<file path="src/rtl/lab3_pkg.sv">
// lab3_pkg: shared types and constants for the digit entry front end and the lock FSM
package lab3_pkg;
  typedef logic [3:0] digit_t;
  typedef enum logic [1:0] {IDLE, PRESS_WAIT, HELD, RELEASE_WAIT} entry_state_t;
  localparam digit_t DIGIT_MAX = 4'd9;
  function automatic logic in_range(digit_t d);
    return d <= DIGIT_MAX;
  endfunction
endpackage

</file>
<file path="src/rtl/digit_entry_if.sv">
// digit_entry_if: digit stream (valid/ready plus error/overrun pulses); master = digit_entry, slave = consumer
interface digit_entry_if;
  import lab3_pkg::*;
  logic   digit_valid;
  logic   digit_ready;
  logic   digit_err;
  logic   overrun;
  digit_t digit;
  modport master(output digit_valid, digit, digit_err, overrun, input digit_ready);
  modport slave(input digit_valid, digit, digit_err, overrun, output digit_ready);
endinterface

</file>
<file path="src/rtl/debounce_filter.sv">
// debounce_filter: key synchronizer + debounce counter; ports clk, rst, i_key_n in; o_key (synced), o_level (debounced key_n), o_fall/o_rise strobes out
module debounce_filter #(
  parameter int DEBOUNCE_CYCLES = 500000,
  parameter int SYNC_STAGES     = 2
) (
  input  logic clk,
  input  logic rst,
  input  logic i_key_n,
  output logic o_key,
  output logic o_level,
  output logic o_fall,
  output logic o_rise
);
  localparam int CW = $clog2(DEBOUNCE_CYCLES);
  logic [SYNC_STAGES-1:0] r_sync;
  logic [CW-1:0]          r_cnt;
  logic                   r_level;
  logic                   w_mis;
  logic                   w_done;
  assign o_key   = r_sync[SYNC_STAGES-1];
  assign o_level = r_level;
  assign w_mis   = o_key != r_level;
  // level flips on the edge where the mismatch has persisted for DEBOUNCE_CYCLES samples
  assign w_done  = w_mis && (r_cnt == CW'(DEBOUNCE_CYCLES - 1));
  assign o_fall  = w_done && !o_key;
  assign o_rise  = w_done && o_key;
  always_ff @(posedge clk or posedge rst) begin
    if (rst) begin
      r_sync  <= '1;
      r_cnt   <= '0;
      r_level <= 1'b1;
    end else begin
      r_sync  <= {r_sync[SYNC_STAGES-2:0], i_key_n};
      r_cnt   <= (w_mis && !w_done) ? r_cnt + CW'(1) : '0;
      r_level <= w_done ? o_key : r_level;
    end
  end
endmodule

</file>
<file path="src/rtl/digit_entry.sv">
// digit_entry: one clean digit transfer per debounced press; ports clk, rst, key_n, sw in; pressed out; dig (master) digit stream; DIGIT_ENTRY_RANGE_CHECK_EN rejects sw>9 with digit_err
module digit_entry
  import lab3_pkg::*;
#(
  parameter int DEBOUNCE_CYCLES = 500000,
  parameter int SYNC_STAGES     = 2
) (
  input  logic   clk,
  input  logic   rst,
  input  logic   key_n,
  input  digit_t sw,
  output logic   pressed,
  digit_entry_if.master dig
);
  logic [SYNC_STAGES-1:0][3:0] r_sw;
  entry_state_t r_state, w_next;
  logic   w_key, w_level, w_fall, w_rise;
  logic   w_cap, w_bad, w_xfer, w_load, w_over;
  logic   r_valid, r_over;
  digit_t r_digit;
  digit_t w_sw;
  debounce_filter #(.DEBOUNCE_CYCLES(DEBOUNCE_CYCLES), .SYNC_STAGES(SYNC_STAGES)) u_db (
    .clk(clk), .rst(rst), .i_key_n(key_n),
    .o_key(w_key), .o_level(w_level), .o_fall(w_fall), .o_rise(w_rise)
  );
  always_ff @(posedge clk or posedge rst) begin
    if (rst) begin
      r_state <= IDLE;
      r_sw    <= '0;
    end else begin
      r_state <= w_next;
      r_sw    <= {r_sw[SYNC_STAGES-2:0], sw};
    end
  end
  always_comb begin
    w_next = r_state;
    unique case (r_state)
      IDLE:         w_next = w_key ? IDLE : PRESS_WAIT;
      PRESS_WAIT:   w_next = w_fall ? HELD : (w_key ? IDLE : PRESS_WAIT);
      HELD:         w_next = w_key ? RELEASE_WAIT : HELD;
      RELEASE_WAIT: w_next = w_rise ? IDLE : (w_key ? RELEASE_WAIT : HELD);
      default:      w_next = IDLE;
    endcase
  end
  assign w_sw   = r_sw[SYNC_STAGES-1];
  assign w_cap  = (r_state == PRESS_WAIT) && w_fall;
  assign w_xfer = r_valid && dig.digit_ready;
`ifdef DIGIT_ENTRY_RANGE_CHECK_EN
  logic r_err;
  assign w_bad = w_cap && !in_range(w_sw);
  always_ff @(posedge clk or posedge rst) begin
    if (rst) r_err <= 1'b0;
    else r_err <= w_bad;
  end
  assign dig.digit_err = r_err;
`else
  assign w_bad = 1'b0;
  assign dig.digit_err = 1'b0;
`endif
  // a transfer on the capture edge frees the slot, so the new digit loads without overrun
  assign w_load = w_cap && !w_bad && (!r_valid || w_xfer);
  assign w_over = w_cap && !w_bad && r_valid && !w_xfer;
  always_ff @(posedge clk or posedge rst) begin
    if (rst) begin
      r_valid <= 1'b0;
      r_digit <= '0;
      r_over  <= 1'b0;
    end else begin
      r_valid <= w_load || (r_valid && !w_xfer);
      r_digit <= w_load ? w_sw : r_digit;
      r_over  <= w_over;
    end
  end
  assign dig.digit_valid = r_valid;
  assign dig.digit       = r_digit;
  assign dig.overrun     = r_over;
  assign pressed         = !w_level;
endmodule
</file>
<file path="src/flat_wrapper.sv">
// flat-port wrapper written by rule: the top's interface ports become plain ports
module digit_entry_flat import lab3_pkg::*;
#(
  parameter int DEBOUNCE_CYCLES = 500000,
  parameter int SYNC_STAGES     = 2
)
  (clk, rst, key_n, sw, pressed, dig_digit_valid, dig_digit, dig_digit_err, dig_overrun, dig_digit_ready);
  digit_entry_if dig_i ();
  input  logic clk;
  input  logic rst;
  input  logic key_n;
  input  digit_t sw;
  output logic pressed;
  output wire logic [$bits(dig_i.digit_valid)-1:0] dig_digit_valid;
  output wire logic [$bits(dig_i.digit)-1:0] dig_digit;
  output wire logic [$bits(dig_i.digit_err)-1:0] dig_digit_err;
  output wire logic [$bits(dig_i.overrun)-1:0] dig_overrun;
  input wire logic [$bits(dig_i.digit_ready)-1:0] dig_digit_ready;
  assign dig_digit_valid = dig_i.digit_valid;
  assign dig_digit = dig_i.digit;
  assign dig_digit_err = dig_i.digit_err;
  assign dig_overrun = dig_i.overrun;
  assign dig_i.digit_ready = dig_digit_ready;
  digit_entry #(.DEBOUNCE_CYCLES(DEBOUNCE_CYCLES), .SYNC_STAGES(SYNC_STAGES)) u_core (.clk(clk), .rst(rst), .key_n(key_n), .sw(sw), .pressed(pressed), .dig(dig_i));
endmodule
</file>
<file path="config.mk">
export PLATFORM = sky130hd
export DESIGN_NAME = digit_entry_flat
export DESIGN_NICKNAME = d
export VERILOG_FILES = /design/src/rtl/lab3_pkg.sv /design/src/rtl/digit_entry_if.sv /design/src/rtl/debounce_filter.sv /design/src/rtl/digit_entry.sv /design/src/flat_wrapper.sv
export SDC_FILE = /design/constraint.sdc
export NUM_CORES = 1
export LEC_CHECK = 0
export BUFFER_PORTS_ARGS = -buffer_cell sky130_fd_sc_hd__buf_2
export CORE_ASPECT_RATIO = 1.75
export CORE_UTILIZATION = 52
export CTS_CLUSTER_SIZE = 28
export DETAILED_ROUTE_END_ITERATION = 8
export GPL_TIMING_DRIVEN = 0
export PLACE_DENSITY = 0.77
export SYNTH_ARGS = -nofsm -noshare
export SYNTH_HDL_FRONTEND = slang
export SYNTH_SLANG_ARGS = --single-unit
</file>
<file path="constraint.sdc">
create_clock -name clk -period 1.6 [get_ports clk]
set_clock_uncertainty 0.05 [all_clocks]
set_input_delay 0.08 -clock clk [delete_from_list [all_inputs] [get_ports clk]]
set_output_delay 0.08 -clock clk [all_outputs]
set_load 0.03 [all_outputs]
</file>
==> metrics.md, run 1 <==
| Metric | Value |
|---|---|
| Worst-path clk slew | `0.07 ns` |
| Layout cells sized above 1 | `42.0%` |
| Fmax | `596 MHz` |
| Post-Synth Adder-Cell Area | `0.734%` |
| Yosys reg bits | `38` |
| Place WS | `-0.358 ns` |
| Via count | `1338` |
| Port Buf Inserts | `14` |
| Status | `finished with violations` |
| Iteration-0 DRC Markers | `55` |
| Combinational share of power | `5.2%` |
| Synth area leader | `dfrtp_1` |
| Largest family of logic cells by synthesized area | `simple AND/OR/NAND/NOR gates` |
| P per Cell Area | `834 nW/um^2` |
| # setup viols final | `23` |
| DP HPWL | `2360 microns` |
| Final hold violations | `0` |
| Routability-driven placement congestion ratio | `0.845` |
| Area share of the largest cell type after synthesis | `51.4%` |
| RSZ-0062 raised after global routing | `yes` |
| Post-synthesis sequential area ratio | `56.0%` |
| Vias in the first global route | `1288` |
| Synth Area in Simple Gates | `23.4%` |
| Clock Tree Root | `clkbuf_8` |
| Sw Ratio | `21.2%` |
| CORE AREA | `3140 sq um` |
| Worst-Skew Late Latency | `0.29 ns` |
| Vias/cell | `5.79` |
| Post-synth EDFFs | `0` |
| Synth Area per Inst | `11.8 sq um` |
| Final Max Slew Viols | `0` |
| Worst Hold Depth | `3` |
| WS Path Type | `reg2reg` |
| Dpl cell area | `1830 sq um` |
| Synth Flop Type | `dfrtp_1` |
| Initial Util | `54.2%` |
| CTS tree | `yes` |
| Max Cap Viol | `0` |
| Tot Pwr | `1.88 mW` |
| GRT overflow | `0` |
| WP data required | `1.73 ns` |
| Hold path startpoint | `dig_digit_ready` |
| Worst Setup Start Kind | `flop` |
| LEAKAGE | `0.992 nW` |
| Top fanout value on the critical path | `4` |
| Multiplexer area fraction after synthesis | `3.82%` |
| Fin crit period | `1.68 ns` |
| First-pass GRT wire length | `6310 microns` |
| Failing checks | `negative setup slack` |
| Synth async-reset ratio | `100%` |
| # DRC | `0` |
| Most common cell after layout, fill and taps aside | `dfrtp_1` |
| Total Routed Length | `3960 microns` |
| Routed Antenna Nets | `0` |
| Chip Width | `45.3 microns` |
| Pin count of the biggest net entering global routing | `39` |
| DRT Pass-1 Iters | `4` |
| Total Routing Usage GR | `25.2%` |
| Cells after Synth | `144` |
| Complex-gate fraction of the synthesized area | `5.51%` |
| Sink Count | `38` |
| Setup slack after layout | `-0.0783 ns` |
| Num rows | `27` |
| CP Capture Type | `flop` |
| Seq pwr share | `53.0%` |
| Hold Path End | `u_core.dig.overrun` |
| Clock share of power | `41.8%` |
| Commonest cells after routing, fill and taps aside | `dfrtp_1 (28), buf_4 (20), nor2_1 (16), buf_2 (14)` |
| Relative slew slack | `48.5%` |
| # H-tree levels | `2` |
| R2R depth | `4` |
| Internal Dissipation | `1.49 mW` |
| N_diodes | `0` |
| Worst hold path type | `in2reg` |
| Mean routed wirelength per cell | `17.1 microns` |
| Synth top area cells | `dfrtp_1 (51%), dfstp_2 (4.6%), xnor2_1 (3.6%)` |
| Synth cell types | `41` |
| Initial antenna violation count | `0` |
| Synthesized area | `1700 sq um` |
| Total Die Area | `3520 sq um` |
| Synthesized Nets | `153` |
| XOR/XNOR share of the synthesized area | `7.20%` |
| Worst Path Arrival | `1.80 ns` |
| Final period utilization | `105%` |
| CTS Buf Count | `5` |
| Final Instance Area | `2260 sq um` |
| Final #Nets | `196` |
| Final core utilization | `71.9%` |
| VDD IR-drop max | `634 uV` |
| Die Y | `77.7 microns` |
| CTS max path bufs | `2` |
| Pin slew with the least headroom to its limit | `0.771 ns` |
| R2r endpoint | `u_core.dig.digit[3]` |
| I/O pin cnt | `16` |
| Psw | `0.399 mW` |
| Setup TNS Final | `-1.20 ns` |
| Synth Warn # | `0` |
| Setup slack, reg-to-reg | `-0.08 ns` |
| Area grow syn2layout | `32.5%` |
| RR Startpoint | `u_core.u_db.r_cnt[12]` |
state kept, by name, summed over array words and instances, names as in the netlist:
register                count
u_core.dig.digit            4
u_core.dig.digit_valid      1
u_core.u_db.o_level         1
u_core.u_db.r_cnt          19
u_core.u_db.r_sync          2
u_core.r_sw                 4
u_core.dig.overrun          1
u_core.w_sw                 4
u_core.r_state              2
per-stage QoR:
stage               hold WS (ns)  cells
floorplan                 0.0345    144
global route               0.159    231
global placement           0.135    201
finish                     0.171    231
detailed placement         0.138    201
CTS                        0.109    230
layer usage:
layer	wire length [microns]	GRT usage (%)
met5	0	0
met4	95	11.2
met1	1510	29.3
met2	2180	41.9
met3	171	6.05
area by class of cell:
class	instances	area, sq um
Buffer	3	26.3
Clock inverter	3	40.0
Sequential cell	38	963
Clock buffer	5	68.8
Fill cell	204	883
Inverter	5	18.8
Timing Repair Buffer	38	265
Tap cell	43	53.8
Multi-Input combinational cell	96	822
how the worst max path moves through the flow:
stage / start / to / slack, ns
2_1_floorplan: u_core.u_db.r_cnt[0] / u_core.dig.digit[0] / -0.0007
3_3_place_gp: u_core.u_db.r_cnt[12] / u_core.u_db.r_cnt[14] / -0.32
3_5_place_dp: u_core.u_db.r_cnt[12] / u_core.u_db.r_cnt[10] / -0.36
4_1_cts: u_core.u_db.r_cnt[14] / u_core.dig.digit[0] / -0.03
5_1_grt: u_core.u_db.r_cnt[10] / u_core.dig.digit[3] / -0.15
6_report: u_core.u_db.r_cnt[12] / u_core.dig.digit[3] / -0.08
cell usage after synthesis, drive strengths merged, types with 2 or more instances:
library cell and instances:
dfstp 3, nor4 4, nor2 16, nor3 5, buf 3, nand3 10, dfrtp 35, and4 2
a21oi 3, xnor2 7, inv 5, mux2i 2, and3 3, nand2 6, xor2 7, nor4bb 3
nand4 6, o21ai 4, mux2 4, o41ai 2, clkbuf 2, or4 2, o31ai 2
cells by family (layout without fill, tap and decap cells):
kind of cell,Yosys count,count (layout)
flops,38,38
simple gates,61,61
fa+ha+maj,1,1
buf+inv,10,54
xor+xnor,14,14
mux,6,6
other cells,1,1
compound gates,13,13
power groups by stage:
stage | Sequential [mW] | Combinational [mW] | Clock (mW)
global placement | 1.01 | 0.0584 | 0
floorplan | 1.01 | 0.0412 | 0
finish | 0.999 | 0.0977 | 0.787
detailed placement | 1.02 | 0.0595 | 0
global route | 1.00 | 0.109 | 0.857
CTS | 0.998 | 0.0918 | 0.803
worst max-delay path, stage by stage (launching register included):
cell	delay (ns)
dfrtp_2	0.44
nor4bb_4	0.37
and3_4	0.27
nand4b_4	0.14
mux2_2	0.30
what timing repair did:
action                                 in CTS  in global routing
endpoints found under the hold margin       5                 35
hold buffers                                5                  1
setup endpoints to repair                  28                 28
buffers inserted                           18                  0
gates resized for setup                    19                  8
pin swaps                                  12                  5
No activity file was read; power rests on OpenSTA's default activity.
==> inputs of run 2 (changes only) <==
--- a/config.mk
+++ b/config.mk
@@ -12,6 +12,7 @@
 export DETAILED_ROUTE_END_ITERATION = 8
 export GPL_TIMING_DRIVEN = 0
 export PLACE_DENSITY = 0.77
+export SETUP_SLACK_MARGIN = 0.5
 export SYNTH_ARGS = -nofsm -noshare
 export SYNTH_HDL_FRONTEND = slang
 export SYNTH_SLANG_ARGS = --single-unit
==> run 2 against run 1 <==
Compared with the run above:
- the run still ends with negative setup slack left
- worst setup slack lost 0.043 ns
- fmax shrank 2.5%
- global-route usage grew 1.2 points
- sequential share of layout area shrank 1.4 points
- clock power grew 4.6%
- final cell count is the same
- core utilization grew 2.2 points
- critical path depth is the same
- clock-buffer cell count is the same
- sequential power is essentially flat
- register-to-register slack lost 0.04 ns
- combinational power grew 7%
- critical endpoint unchanged
==> metrics.md, run 2 (synthesis gave the netlist of run 1 again) <==
| Metric | Value |
|---|---|
| Vias/cell | `5.77` |
| Worst Setup Start Kind | `flop` |
| Top Metal Used | `met4` |
| CTS tree | `yes` |
| CP cell instances | `nor4bb_4, and3_4, nand4b_4, mux2_4` |
| Non-Filler Instances | `231` |
| Biggest cell delay along the critical path | `0.49 ns` |
| Setup TNS Final | `-1.75 ns` |
| Routed length on met2 | `2430 microns` |
| Setup slack after layout | `-0.121 ns` |
| Fin crit period | `1.72 ns` |
| Vias in the first global route | `1414` |
| Pin count of the biggest net entering global routing | `39` |
| Fmax | `581 MHz` |
| Total Die Area | `3520 sq um` |
| Most common cell after layout, fill and taps aside | `dfrtp_1` |
| Crit path buf inv count | `0` |
| Met1 WL | `1570 microns` |
| Initial antenna violation count | `0` |
| VDD IR-drop max | `688 uV` |
| DR WL met3 | `159 microns` |
| Layout cells sized above 1 | `50.0%` |
| # setup viols final | `26` |
| Area grow syn2layout | `36.6%` |
| Clock Tree Root | `clkbuf_8` |
| Initial Util | `54.2%` |
| DRT Pass-1 Iters | `4` |
| Commonest cells after routing, fill and taps aside | `dfrtp_1 (31), buf_4 (13), nor2_2 (13), buf_2 (13)` |
| Mean routed wirelength per cell | `18.6 microns` |
| CP Capture Type | `flop` |
| Worst hold path type | `in2reg` |
| DP HPWL | `2310 microns` |
| CORE AREA | `3140 sq um` |
| Port Buf Inserts | `14` |
| CTS Buf Count | `5` |
| Status | `finished with violations` |
| First-pass GRT wire length | `6690 microns` |
| Sink Count | `38` |
| Failing checks | `negative setup slack` |
| Top Family by Delay on Critical Path | `simple AND/OR/NAND/NOR gates` |
| Routability-driven placement congestion ratio | `0.898` |
| Final #Nets | `196` |
| Chip Width | `45.3 microns` |
| Total Routing Usage GR | `26.4%` |
| CTS max path bufs | `2` |
| Routed Antenna Nets | `0` |
| GRT overflow | `0` |
| Inst Count DP | `201` |
| Most flops, register | `u_core.u_db.r_cnt` |
| Final Max Slew Viols | `0` |
| Num rows | `27` |
| N_diodes | `0` |
| Die Y | `77.7 microns` |
| # H-tree levels | `2` |
| WP data required | `1.73 ns` |
| Worst Path Arrival | `1.85 ns` |
| Top fanout value on the critical path | `4` |
| LEAKAGE | `0.984 nW` |
| Final hold violations | `0` |
| Max Cap Viol | `0` |
| Via count | `1333` |
| Worst-path clk slew | `0.08 ns` |
| Total Routed Length | `4290 microns` |
| Pin slew with the least headroom to its limit | `0.811 ns` |
| Relative slew slack | `45.6%` |
| Critical path's slowest cell | `dfrtp_1` |
| Iteration-0 DRC Markers | `33` |
| # DRC | `0` |
| Final period utilization | `108%` |
| I/O pin cnt | `16` |
| WS Path Type | `reg2reg` |
| Worst-Skew Late Latency | `0.29 ns` |
| Largest register FFs | `19` |
| RSZ-0062 raised after global routing | `yes` |
| P per Cell Area | `828 nW/um^2` |
run 2: worst reg2reg max path: stages (launching register included):
cell	delay, ns
dfrtp_1	0.49
nor4bb_4	0.35
and3_4	0.26
nand4b_4	0.14
mux2_4	0.32
run 2: path summary, 6_finish.rpt:
check / startpoint / endpoint / slack, ns / depth (start not counted)
worst max-delay path: u_core.u_db.r_cnt[9] / u_core.dig.digit[3] / -0.12 / 4
worst min-delay path: dig_digit_ready / u_core.dig.overrun / 0.13 / 3
min in group asynchronous: rst / u_core.u_db.r_cnt[6] / 0.33 / 3
worst max register to register: u_core.u_db.r_cnt[9] / u_core.dig.digit[3] / -0.12 / 4
max in group asynchronous: rst / u_core.r_state[1] / 0.67 / 3
worst min register to register: u_core.r_sw[2] / u_core.w_sw[2] / 0.30 / 0
run 2: area by class of cell:
class,count,area (sq um)
Inverter,5,27.5
Sequential cell,38,960
Multi-Input combinational cell,96,848
Clock buffer,5,68.8
Fill cell,190,815
Timing Repair inverter,1,5.00
Clock inverter,3,45.0
Tap cell,43,53.8
Buffer,5,55.1
Timing Repair Buffer,35,264
run 2: stage by stage:
stage | setup slack (ns) | hold slack [ns] | total power [mW] | utilization (%) | instance area, sq um
CTS | -0.0967 | 0.128 | 1.93 | 71.8 | 2250
detailed placement | -0.301 | 0.137 | 1.08 | 58.7 | 1840
global placement | -0.250 | 0.135 | 1.07 | 58.7 | 1840
global route | -0.172 | 0.162 | 1.98 | 74.1 | 2330
finish | -0.121 | 0.134 | 1.93 | 74.1 | 2330
floorplan | -0.000708 | 0.0345 | 1.05 | - | 1720
run 2: power breakdown:
part | internal [mW] | total [mW] | switching [mW]
logic | 0.0472 | 0.105 | 0.0583
registers | 0.982 | 0.999 | 0.0167
clock network | 0.464 | 0.823 | 0.360
run 2: repair_timing:
item	4_1_cts	5_1_grt
buffers inserted	12	2
pin swaps	20	1
gates resized for setup	33	16
gates cloned	1	1
hold endpoints to repair	40	0
hold buffers	6	0
setup endpoints to repair	64	64
run 2: routing by layer:
metal	global-route usage, %	vias up
met5	0	-
met3	4.88	16
met2	46.2	56
met4	13.3	0
li1	-	591
met1	28.5	670
